==> src/rtl/pe_cmd_sequencer_if.sv <==
// Byte-stream and array-side signals of the command sequencer; slave = sequencer, master = environment.
// Zero latency (wires only); flow control is carried by the valid/ready pairs and the pe_written ack.
interface pe_cmd_sequencer_if #(
    parameter int N_PX_BITS     = 2,
    parameter int N_PY_BITS     = 3,
    parameter int PE_STATE_BITS = 1,
    parameter int PE_CMD_BITS   = 2
);
    logic [7:0]               rx_data;
    logic                     rx_valid;
    logic                     rx_ready;
    logic [7:0]               tx_data;
    logic                     tx_valid;
    logic                     tx_ready;
    logic [PE_CMD_BITS-1:0]   pe_cmd;
    logic [N_PX_BITS-1:0]     pe_adr_x;
    logic [N_PY_BITS-1:0]     pe_adr_y;
    logic [PE_STATE_BITS-1:0] pe_state_wr;
    logic [PE_STATE_BITS-1:0] pe_state_rd;
    logic                     pe_written;

    modport slave (
        input  rx_data, rx_valid, tx_ready, pe_state_rd, pe_written,
        output rx_ready, tx_data, tx_valid, pe_cmd, pe_adr_x, pe_adr_y, pe_state_wr
    );

    modport master (
        output rx_data, rx_valid, tx_ready, pe_state_rd, pe_written,
        input  rx_ready, tx_data, tx_valid, pe_cmd, pe_adr_x, pe_adr_y, pe_state_wr
    );
endinterface

==> src/rtl/pe_cmd_sequencer.sv <==
// Decodes W/R/S/C byte frames into held array commands; read data returned as one tx byte.
// pe_cmd driven 1 cycle after the last frame byte; rx stalls (rx_ready low) while executing; optional ack timeout via PE_SEQ_TIMEOUT_EN.
module pe_cmd_sequencer #(
    parameter int N_PX_BITS      = 2,
    parameter int N_PY_BITS      = 3,
    parameter int PE_STATE_BITS  = 1,
    parameter int PE_CMD_BITS    = 2,
    parameter int N_COLS         = 2**N_PX_BITS,
    parameter int N_ROWS         = 2**N_PY_BITS,
    parameter int CMD_NOP        = 0,
    parameter int CMD_WRITE      = 1,
    parameter int CMD_READ       = 2,
    parameter int CMD_STEP       = 3,
    parameter int TIMEOUT_CYCLES = 1024
) (
    input  logic               clk,
    input  logic               rst,
    pe_cmd_sequencer_if.slave  bus,
    output logic               busy,
    output logic               err
);

    localparam logic [PE_CMD_BITS-1:0] C_NOP   = PE_CMD_BITS'(CMD_NOP);
    localparam logic [PE_CMD_BITS-1:0] C_WRITE = PE_CMD_BITS'(CMD_WRITE);
    localparam logic [PE_CMD_BITS-1:0] C_READ  = PE_CMD_BITS'(CMD_READ);
    localparam logic [PE_CMD_BITS-1:0] C_STEP  = PE_CMD_BITS'(CMD_STEP);
    localparam logic [N_PX_BITS-1:0]   X_LAST  = N_PX_BITS'(N_COLS - 1);
    localparam logic [N_PY_BITS-1:0]   Y_LAST  = N_PY_BITS'(N_ROWS - 1);

    if (TIMEOUT_CYCLES < 1 || N_COLS < 1 || N_ROWS < 1 ||
        N_COLS > 2**N_PX_BITS || N_ROWS > 2**N_PY_BITS) begin : g_bad_cfg
        $error("pe_cmd_sequencer: invalid geometry or timeout parameters");
    end

    // Bit 4 is rx_ready and bit 3 is busy, so both outputs come straight off state flops.
    typedef enum logic [4:0] {
        S_IDLE  = 5'b10_000,
        S_GET_X = 5'b11_001,
        S_GET_Y = 5'b11_010,
        S_GET_S = 5'b11_011,
        S_GET_N = 5'b11_100,
        S_EXEC  = 5'b01_000,
        S_GAP   = 5'b01_001,
        S_RESP  = 5'b01_010,
        S_CLEAR = 5'b01_011
    } state_t;

    typedef enum logic [1:0] {OP_WR, OP_RD, OP_STEP, OP_CLR} op_t;

    state_t                   state_q;
    op_t                      op_q;
    logic [PE_CMD_BITS-1:0]   cmd_q;
    logic [N_PX_BITS-1:0]     adr_x_q;
    logic [N_PY_BITS-1:0]     adr_y_q;
    logic [PE_STATE_BITS-1:0] wr_q;
    logic [7:0]               tx_data_q;
    logic                     tx_valid_q;
    logic                     err_q;
    logic [7:0]               cnt_q;
`ifdef PE_SEQ_TIMEOUT_EN
    localparam int TMO_W = $clog2(TIMEOUT_CYCLES + 1);
    localparam logic [TMO_W-1:0] TMO_LAST = TMO_W'(TIMEOUT_CYCLES - 1);
    logic [TMO_W-1:0] tmo_q;
`endif

    assign bus.rx_ready    = state_q[4];
    assign busy            = state_q[3];
    assign bus.tx_data     = tx_data_q;
    assign bus.tx_valid    = tx_valid_q;
    assign bus.pe_cmd      = cmd_q;
    assign bus.pe_adr_x    = adr_x_q;
    assign bus.pe_adr_y    = adr_y_q;
    assign bus.pe_state_wr = wr_q;
    assign err             = err_q;

    always_ff @(posedge clk) begin
        if (rst) begin
            state_q    <= S_IDLE;
            op_q       <= OP_WR;
            cmd_q      <= C_NOP;
            adr_x_q    <= '0;
            adr_y_q    <= '0;
            wr_q       <= '0;
            tx_data_q  <= '0;
            tx_valid_q <= 1'b0;
            err_q      <= 1'b0;
            cnt_q      <= '0;
`ifdef PE_SEQ_TIMEOUT_EN
            tmo_q      <= '0;
`endif
        end else begin
`ifdef PE_SEQ_TIMEOUT_EN
            tmo_q <= (state_q == S_EXEC) ? tmo_q + 1'b1 : '0;
`endif
            case (state_q)
                S_IDLE: begin
                    if (bus.rx_valid) begin
                        case (bus.rx_data)
                            8'h57: begin op_q <= OP_WR;   state_q <= S_GET_X; end
                            8'h52: begin op_q <= OP_RD;   state_q <= S_GET_X; end
                            8'h53: begin op_q <= OP_STEP; state_q <= S_GET_N; end
                            8'h43: begin
                                op_q    <= OP_CLR;
                                adr_x_q <= '0;
                                adr_y_q <= '0;
                                wr_q    <= '0;
                                cmd_q   <= C_WRITE;
                                state_q <= S_EXEC;
                            end
                            default: err_q <= 1'b1;
                        endcase
                    end
                end
                S_GET_X: begin
                    if (bus.rx_valid) begin
                        adr_x_q <= bus.rx_data[N_PX_BITS-1:0];
                        state_q <= S_GET_Y;
                    end
                end
                S_GET_Y: begin
                    if (bus.rx_valid) begin
                        adr_y_q <= bus.rx_data[N_PY_BITS-1:0];
                        if (op_q == OP_WR) begin
                            state_q <= S_GET_S;
                        end else begin
                            cmd_q   <= C_READ;
                            state_q <= S_EXEC;
                        end
                    end
                end
                S_GET_S: begin
                    if (bus.rx_valid) begin
                        wr_q    <= bus.rx_data[PE_STATE_BITS-1:0];
                        cmd_q   <= C_WRITE;
                        state_q <= S_EXEC;
                    end
                end
                S_GET_N: begin
                    if (bus.rx_valid) begin
                        if (bus.rx_data == 8'd0) begin
                            state_q <= S_IDLE;
                        end else begin
                            cnt_q   <= bus.rx_data;
                            cmd_q   <= C_STEP;
                            state_q <= S_EXEC;
                        end
                    end
                end
                S_EXEC: begin
                    if (bus.pe_written) begin
                        cmd_q <= C_NOP;
                        case (op_q)
                            OP_RD: begin
                                tx_data_q  <= 8'(bus.pe_state_rd);
                                tx_valid_q <= 1'b1;
                                state_q    <= S_RESP;
                            end
                            OP_STEP: begin
                                if (cnt_q == 8'd1) begin
                                    state_q <= S_IDLE;
                                end else begin
                                    cnt_q   <= cnt_q - 8'd1;
                                    state_q <= S_GAP;
                                end
                            end
                            OP_CLR: begin
                                // Row-major sweep: x inner, y outer; stop after the last cell's ack.
                                if (adr_x_q == X_LAST) begin
                                    if (adr_y_q == Y_LAST) begin
                                        state_q <= S_IDLE;
                                    end else begin
                                        adr_x_q <= '0;
                                        adr_y_q <= adr_y_q + 1'b1;
                                        state_q <= S_CLEAR;
                                    end
                                end else begin
                                    adr_x_q <= adr_x_q + 1'b1;
                                    state_q <= S_CLEAR;
                                end
                            end
                            default: state_q <= S_IDLE;
                        endcase
                    end
`ifdef PE_SEQ_TIMEOUT_EN
                    else if (tmo_q == TMO_LAST) begin
                        cmd_q <= C_NOP;
                        err_q <= 1'b1;
                        if (op_q == OP_RD) begin
                            tx_data_q  <= 8'hEE;
                            tx_valid_q <= 1'b1;
                            state_q    <= S_RESP;
                        end else begin
                            state_q <= S_IDLE;
                        end
                    end
`endif
                end
                S_GAP: begin
                    cmd_q   <= C_STEP;
                    state_q <= S_EXEC;
                end
                S_CLEAR: begin
                    cmd_q   <= C_WRITE;
                    state_q <= S_EXEC;
                end
                S_RESP: begin
                    if (bus.tx_ready) begin
                        tx_valid_q <= 1'b0;
                        state_q    <= S_IDLE;
                    end
                end
                default: state_q <= S_IDLE;
            endcase
        end
    end

endmodule

==> src/flat_wrapper.sv <==
// flat-port wrapper written by rule: the top's interface ports become plain ports
module pe_cmd_sequencer_flat 
#(
    parameter int N_PX_BITS      = 2,
    parameter int N_PY_BITS      = 3,
    parameter int PE_STATE_BITS  = 1,
    parameter int PE_CMD_BITS    = 2,
    parameter int N_COLS         = 2**N_PX_BITS,
    parameter int N_ROWS         = 2**N_PY_BITS,
    parameter int CMD_NOP        = 0,
    parameter int CMD_WRITE      = 1,
    parameter int CMD_READ       = 2,
    parameter int CMD_STEP       = 3,
    parameter int TIMEOUT_CYCLES = 1024
)
  (clk, rst, busy, err, bus_rx_data, bus_rx_valid, bus_tx_ready, bus_pe_state_rd, bus_pe_written, bus_rx_ready, bus_tx_data, bus_tx_valid, bus_pe_cmd, bus_pe_adr_x, bus_pe_adr_y, bus_pe_state_wr);
  pe_cmd_sequencer_if #(.N_PX_BITS(N_PX_BITS), .N_PY_BITS(N_PY_BITS), .PE_STATE_BITS(PE_STATE_BITS), .PE_CMD_BITS(PE_CMD_BITS)) bus_i ();
  input  logic clk;
  input  logic rst;
  output logic busy;
  output logic err;
  input wire logic [$bits(bus_i.rx_data)-1:0] bus_rx_data;
  input wire logic [$bits(bus_i.rx_valid)-1:0] bus_rx_valid;
  input wire logic [$bits(bus_i.tx_ready)-1:0] bus_tx_ready;
  input wire logic [$bits(bus_i.pe_state_rd)-1:0] bus_pe_state_rd;
  input wire logic [$bits(bus_i.pe_written)-1:0] bus_pe_written;
  output wire logic [$bits(bus_i.rx_ready)-1:0] bus_rx_ready;
  output wire logic [$bits(bus_i.tx_data)-1:0] bus_tx_data;
  output wire logic [$bits(bus_i.tx_valid)-1:0] bus_tx_valid;
  output wire logic [$bits(bus_i.pe_cmd)-1:0] bus_pe_cmd;
  output wire logic [$bits(bus_i.pe_adr_x)-1:0] bus_pe_adr_x;
  output wire logic [$bits(bus_i.pe_adr_y)-1:0] bus_pe_adr_y;
  output wire logic [$bits(bus_i.pe_state_wr)-1:0] bus_pe_state_wr;
  assign bus_i.rx_data = bus_rx_data;
  assign bus_i.rx_valid = bus_rx_valid;
  assign bus_i.tx_ready = bus_tx_ready;
  assign bus_i.pe_state_rd = bus_pe_state_rd;
  assign bus_i.pe_written = bus_pe_written;
  assign bus_rx_ready = bus_i.rx_ready;
  assign bus_tx_data = bus_i.tx_data;
  assign bus_tx_valid = bus_i.tx_valid;
  assign bus_pe_cmd = bus_i.pe_cmd;
  assign bus_pe_adr_x = bus_i.pe_adr_x;
  assign bus_pe_adr_y = bus_i.pe_adr_y;
  assign bus_pe_state_wr = bus_i.pe_state_wr;
  pe_cmd_sequencer #(.N_PX_BITS(N_PX_BITS), .N_PY_BITS(N_PY_BITS), .PE_STATE_BITS(PE_STATE_BITS), .PE_CMD_BITS(PE_CMD_BITS), .N_COLS(N_COLS), .N_ROWS(N_ROWS), .CMD_NOP(CMD_NOP), .CMD_WRITE(CMD_WRITE), .CMD_READ(CMD_READ), .CMD_STEP(CMD_STEP), .TIMEOUT_CYCLES(TIMEOUT_CYCLES)) u_core (.clk(clk), .rst(rst), .bus(bus_i), .busy(busy), .err(err));
endmodule
==> config.mk <==
export PLATFORM = sky130hd
export DESIGN_NAME = pe_cmd_sequencer_flat
export DESIGN_NICKNAME = d
export VERILOG_FILES = /design/src/rtl/pe_cmd_sequencer_if.sv /design/src/rtl/pe_cmd_sequencer.sv /design/src/flat_wrapper.sv
export SDC_FILE = /design/constraint.sdc
export NUM_CORES = 1
export LEC_CHECK = 0
export CELL_PAD_IN_SITES_DETAIL_PLACEMENT = 0
export CELL_PAD_IN_SITES_GLOBAL_PLACEMENT = 1
export CORE_MARGIN = 1.5
export CORE_UTILIZATION = 40
export CTS_BUF_LIST = sky130_fd_sc_hd__clkbuf_8
export CTS_CLUSTER_SIZE = 10
export DETAILED_ROUTE_END_ITERATION = 6
export GPL_TIMING_DRIVEN = 1
export PLACE_DENSITY = 0.92
export SLEW_MARGIN = 0
export SYNTH_ARGS = -nofsm -noshare
export SYNTH_HDL_FRONTEND = slang
export SYNTH_SLANG_ARGS = --single-unit
==> constraint.sdc <==
create_clock -name clk -period 2.39 [get_ports clk]
set_clock_uncertainty 0.2 [all_clocks]
set_input_delay 0.478 -clock clk [delete_from_list [all_inputs] [get_ports clk]]
set_output_delay 0.478 -clock clk [all_outputs]
set_load 0.05 [all_outputs]
Word-level counts from Yosys, hierarchy flattened
Index checks and enable logic that the tools add are counted.
Storage, ports and cells
  input port bits: 14
  word-level logic and storage cells: 128
  memories kept: 0
  latch bits: 0
  RAM bits: 0
  memory bits (read-only): 0
  register bits: 26
Cells by class
  multiplexer cells: 55
  equal/unequal tests: 37
  order comparisons: 0
  div/mod/pow operators: 0
  add/sub/neg operators: 3
  shift-type cells: 0
  bitwise operators: 1
  reductions and logical operators: 22
  $mul: 0
Operator list (count)
  5-bit 2-to-1 mux: 12
  8-bit 2-to-1 mux: 5
  5-bit case mux with 8 select lines: 1
  8-bit by 7-bit == test with 1-bit output, second input constant: 4
  2-bit 2-to-1 mux: 15
  5-bit case mux with 3 select lines: 2
  2-bit inequality test, second input constant: 14
  5-bit == test, second input constant: 5
  3-bit 2-to-1 mux: 7
  5-bit by 4-bit == test with 1-bit output, second input constant: 4
  8-bit case mux with 2 select lines: 1
  8-bit AND reduction: 2
  2-bit case mux with 7 select lines: 1
  3-bit case mux with 3 select lines: 1
  3-bit AND reduction: 3
  9-bit AND reduction: 1
  8-bit by 1-bit == test with 1-bit output, second input constant: 1
  8-bit zero test: 1
  2-bit case mux with 4 select lines: 1
  4-bit AND reduction: 2
  8-bit by 1-bit subtractor with 8-bit output, second input constant: 1
  7-bit AND reduction: 1
  7-bit nonzero test: 1
  2-bit == test, second input constant: 3
  18 further kinds: 29

Depth between registers and ports, before layout
  depth after elaboration: 6
  mapped depth: 8
  gate-level depth less buffers: 7

Worst setup path before layout
OpenSTA, ideal clock, no wires.
  path kind: flip-flop to flip-flop
  from: register u_core.state_q[3]
  to: register u_core.state_q[4]
  setup time: 0.143 ns
  setup slack: 0.031 ns
  required time: 2.047 ns
  stages on the path, launching flop included: 7
  arrival time: 2.016 ns
  path through: dfxtp_1 buf_2 or3b_1 nor3_1 nor2b_1 a311oi_1 a41oi_1
Between the ends
  cells in the longest elaborated chain, start to end: 3
RTL lines
  from (decl): RTL line pe_cmd_sequencer.sv:50  | state_t state_q;
  from (signal assigned): RTL line pe_cmd_sequencer.sv:78  | state_q <= S_IDLE;
  from (signal assigned): RTL line pe_cmd_sequencer.sv:99  | 8'h57: begin op_q <= OP_WR; state_q <= S_GET_X; end
  from (signal assigned): RTL line pe_cmd_sequencer.sv:100  | 8'h52: begin op_q <= OP_RD; state_q <= S_GET_X; end
  5-bit == test or 5-bit by 4-bit == test with 1-bit output (tied branches): RTL line pe_cmd_sequencer.sv:95  | case (state_q)
  4-bit inequality test (no source line) (tied with other cells)
  8-bit AND reduction (no source line) or 5-bit case mux with 8 select lines (tied branches)
Parallel ways exist; a longest one is shown, timed or not.
A chain may end at the register's enable or synchronous reset.

Worst setup path in the final report
  from: input port bus_rx_data[0]
  to: register u_core.state_q[2]
Between the ends
  cells in the longest elaborated chain, start to end: 5
RTL lines
  from (decl): RTL line flat_wrapper.sv:22  | input wire logic [$bits(bus_i.rx_data)-1:0] bus_rx_data;
  8-bit by 7-bit == test with 1-bit output: RTL line pe_cmd_sequencer.sv:98  | case (bus.rx_data)
  2-bit OR reduction (no source line)
  5-bit case mux with 3 select lines: RTL line pe_cmd_sequencer.sv:98
  5-bit 2-to-1 mux: RTL line pe_cmd_sequencer.sv:97  | if (bus.rx_valid) begin
  5-bit case mux with 8 select lines: RTL line pe_cmd_sequencer.sv:95
  to (signal assigned): RTL line pe_cmd_sequencer.sv:99
  to (signal assigned): RTL line pe_cmd_sequencer.sv:100
  to (signal assigned): RTL line pe_cmd_sequencer.sv:101  | 8'h53: begin op_q <= OP_STEP; state_q <= S_GET_N; end
Parallel ways exist; a longest one is shown, timed or not. The select of a mux whose other input is x is not followed.

==> results.sh <==
export IMPL_cts_hold_buf=0
export IMPL_wire_per_inst_um=15.1
export IMPL_via_count=2167
export IMPL_cp_start_kind="primary input"
export IMPL_crit_fanout=4
export IMPL_drt_initial_drc_count=162
export IMPL_place_inst=377
export IMPL_io_pins=34
export IMPL_antennaDiodeCount=0
export IMPL_avgViaCountPerCell=5.69
export IMPL_rsz0062_at_grt="no"
export IMPL_first_pass_iters=4
export IMPL_p_leak_nw=0.984
export IMPL_fin_nets=334
export IMPL_cpPeakStageDelay_ns=0.52
export IMPL_coreArea_um2=4720
export IMPL_path_clk_slew_ns=0.10
export IMPL_grt_max_degree=16
export IMPL_cts_tree="done"
export IMPL_finalNonFillerCells=381
export IMPL_vdd_ir_drop_max_uv=445
export IMPL_row_count=25
export IMPL_critPathCaptureType="register"
export IMPL_h_tree_depth=1
export IMPL_wirelength_um=5770
export IMPL_critical_path_required_ns=2.40
export IMPL_finalPower_mw=2.19
export IMPL_fin_crit_ns=2.31
export IMPL_gr_total_overflow=0
export IMPL_layout_drive_gt1_share_pct=21.0
export IMPL_yosysSeqAreaShare_pct=26.5
export IMPL_status="finished clean"
export IMPL_hold_ws_ns=0.266
export IMPL_syn_inst=255
export IMPL_dieWidth_um=73.0
export IMPL_synth_area_um2=1960
export IMPL_place_congestion=0.903
export IMPL_start_util_pct=41.5
export IMPL_yosys_warnings=0
export IMPL_ys_ff_latch=26
export IMPL_clockRootBuffer="clkbuf_8"
export IMPL_timing_fmax_ghz=0.432
export IMPL_path_class="in -> reg"
export IMPL_synth_cell_types=66
export IMPL_antenna_found_initial=0
export IMPL_worstMarginPinSlew_ns=0.580
export IMPL_cp_slowest_cell="clkdlybuf4s50_1"
export IMPL_crit_chain="clkdlybuf4s50_1, inv_1, maj3_1, o21a_1, or4_1, a21oi_1"
export IMPL_drv_cap=0
export IMPL_slew_violations=0
export IMPL_grt_pass1_vias=2033
export IMPL_cts_sink_count=26
export IMPL_finalHoldViolCount=0
export IMPL_hpwlAfterDp_um=4460
export IMPL_post_route_period_util_pct=96.8
export IMPL_area_delta_synth_final_pct=33.9
export IMPL_async_flop_share_pct=0
export IMPL_port_buffers=26
export IMPL_clock_path_buffers=2
export IMPL_setup_violations=0
export IMPL_die_y_um=73.0
export IMPL_cts_buffers=3
export IMPL_slew_limit_headroom_pct=61.3
export IMPL_cp_arrival_ns=2.32
export IMPL_grt_pass1_wl_um=9710
export IMPL_power_density_nw_per_um2=833
export IMPL_synth_area_per_cell_um2=7.69
export IMPL_clock_latency_ns=0.28
export IMPL_fillerInstances=443
export IMPL_dieArea_um2=5330
export IMPL_ant_nets=0
export IMPL_hp_class="reg -> reg"
export IMPL_grt_use_total_pct=23.2
export IMPL_synth_edf_count=0
export IMPL_drcViolationCount=0
export IMPL_setup_tns_ns=0
export IMPL_synthFlopType="dfxtp_1"
per-stage QoR:
step,utilization [%],instance area (um^2),setup WS [ns]
floorplan,-,1980,0.0314
global placement,53.7,2540,-0.140
detailed placement,53.7,2540,-0.197
CTS,55.2,2610,0.0820
global route,55.6,2630,0.0179
finish,55.6,2630,0.0762
worst max-delay path, delay by kind of cell:
family / cells / cell delay [ns]
buffers and inverters: 2 / 0.60
AND/OR/NAND/NOR: 1 / 0.51
adder cells (fa/ha/maj): 1 / 0.37
AO/OA/AOI/OAI: 2 / 0.35
what timing repair did:
action                                 CTS  global route
setup endpoints to repair                0             4
endpoints found under the hold margin    0             0
resized for setup                        0             4
buffers inserted                         0             0
sequential cells by signal, summed over array words and instances (netlist names):
signal / cells
u_core.bus.pe_adr_y: 3
u_core.bus.tx_valid: 1
u_core.bus.pe_cmd: 2
u_core.op_q: 2
u_core.cnt_q: 8
u_core.bus.pe_adr_x: 2
u_core.bus.tx_data: 1
u_core.bus.pe_state_wr: 1
u_core.err: 1
u_core.state_q: 5
cells in the final DEF (no fill, tap or decap), types with 3 or more instances in the layout:
| cell type | instances |
|---|---|
| or3_1 | 5 |
| buf_4 | 46 |
| nor2b_1 | 4 |
| and2_1 | 4 |
| conb_1 | 7 |
| inv_1 | 9 |
| nand3_1 | 16 |
| o311ai_0 | 3 |
| dfxtp_1 | 25 |
| nor2_1 | 18 |
| a22oi_1 | 3 |
| clkdlybuf4s50_1 | 24 |
| and4_1 | 3 |
| nand4_1 | 3 |
| a31oi_1 | 6 |
| or4_1 | 4 |
| a21oi_1 | 21 |
| and3b_1 | 3 |
| nor3_1 | 8 |
| o21ai_0 | 15 |
| nor4_1 | 3 |
| ha_1 | 5 |
| clkbuf_8 | 3 |
| nand2b_1 | 3 |
| a311oi_1 | 5 |
| nand2_1 | 16 |
| o21a_1 | 4 |
power breakdown:
part           switching [mW]  internal [mW]
Clock                   0.156          0.224
Sequential             0.0570          0.481
Combinational           0.722          0.547
final timing paths:
check | slack [ns] | startpoint | end | cells after the start
worst max-delay path | 0.08 | bus_rx_data[0] | u_core.state_q[2]$_SDFFE_PP0P_ | 6
worst max register to register | 0.13 | u_core.state_q[1]$_SDFFE_PP0P_ | u_core.state_q[1]$_SDFFE_PP0P_ | 6
worst min register to register | 0.27 | u_core.bus.tx_data[0]$_SDFFE_PP0P_ | u_core.bus.tx_data[0]$_SDFFE_PP0P_ | 2
worst min-delay path | 0.27 | u_core.bus.tx_data[0]$_SDFFE_PP0P_ | u_core.bus.tx_data[0]$_SDFFE_PP0P_ | 2
routing by layer:
layer / wire length [um] / global-route usage (%)
met1: 2580 / 31.1
met5: 0 / 0
met3: 391 / 4.01
met2: 2630 / 37.7
met4: 174 / 7.55
Yosys cell counts (5+ instances only):
library cell	number	share of area (%)
a21oi_1	21	5.4
a311oi_1	5	2.2
a31oi_1	6	1.9
buf_2	6	1.5
buf_4	8	3.1
clkbuf_1	6	1.1
dfxtp_1	26	27
ha_1	5	3.2
inv_1	9	1.7
nand2_1	16	3.1
nand3_1	16	4.1
nor2_1	18	3.4
nor3_1	8	2.0
o21ai_0	15	3.8
or3_1	5	1.6
final cells by class:
| type | instances | area (um^2) | share of cell area, % |
|---|---|---|---|
| multi-input combinational | 205 | 1330 | 50.6 |
| timing repair buffer | 70 | 586 | 22.3 |
| clock buffer | 3 | 41.3 | 1.57 |
| sequential | 26 | 522 | 19.9 |
| clock inverter | 1 | 30.0 | 1.14 |
| tap | 67 | 83.8 | 3.19 |
| inverter | 9 | 33.8 | 1.29 |
cells by family after synthesis:
logic type	count (synthesis)	share of synthesized area, %
XOR/XNOR	1	0.447
multiplexers	2	1.08
adder cells (fa/ha/maj)	6	3.70
AND/OR/NAND/NOR	107	31.9
buffers and inverters	30	7.65
AO/OA/AOI/OAI	82	28.5
flip-flops	26	26.5
other	1	0.191
Note: power is estimated with default switching activity, not from simulation.
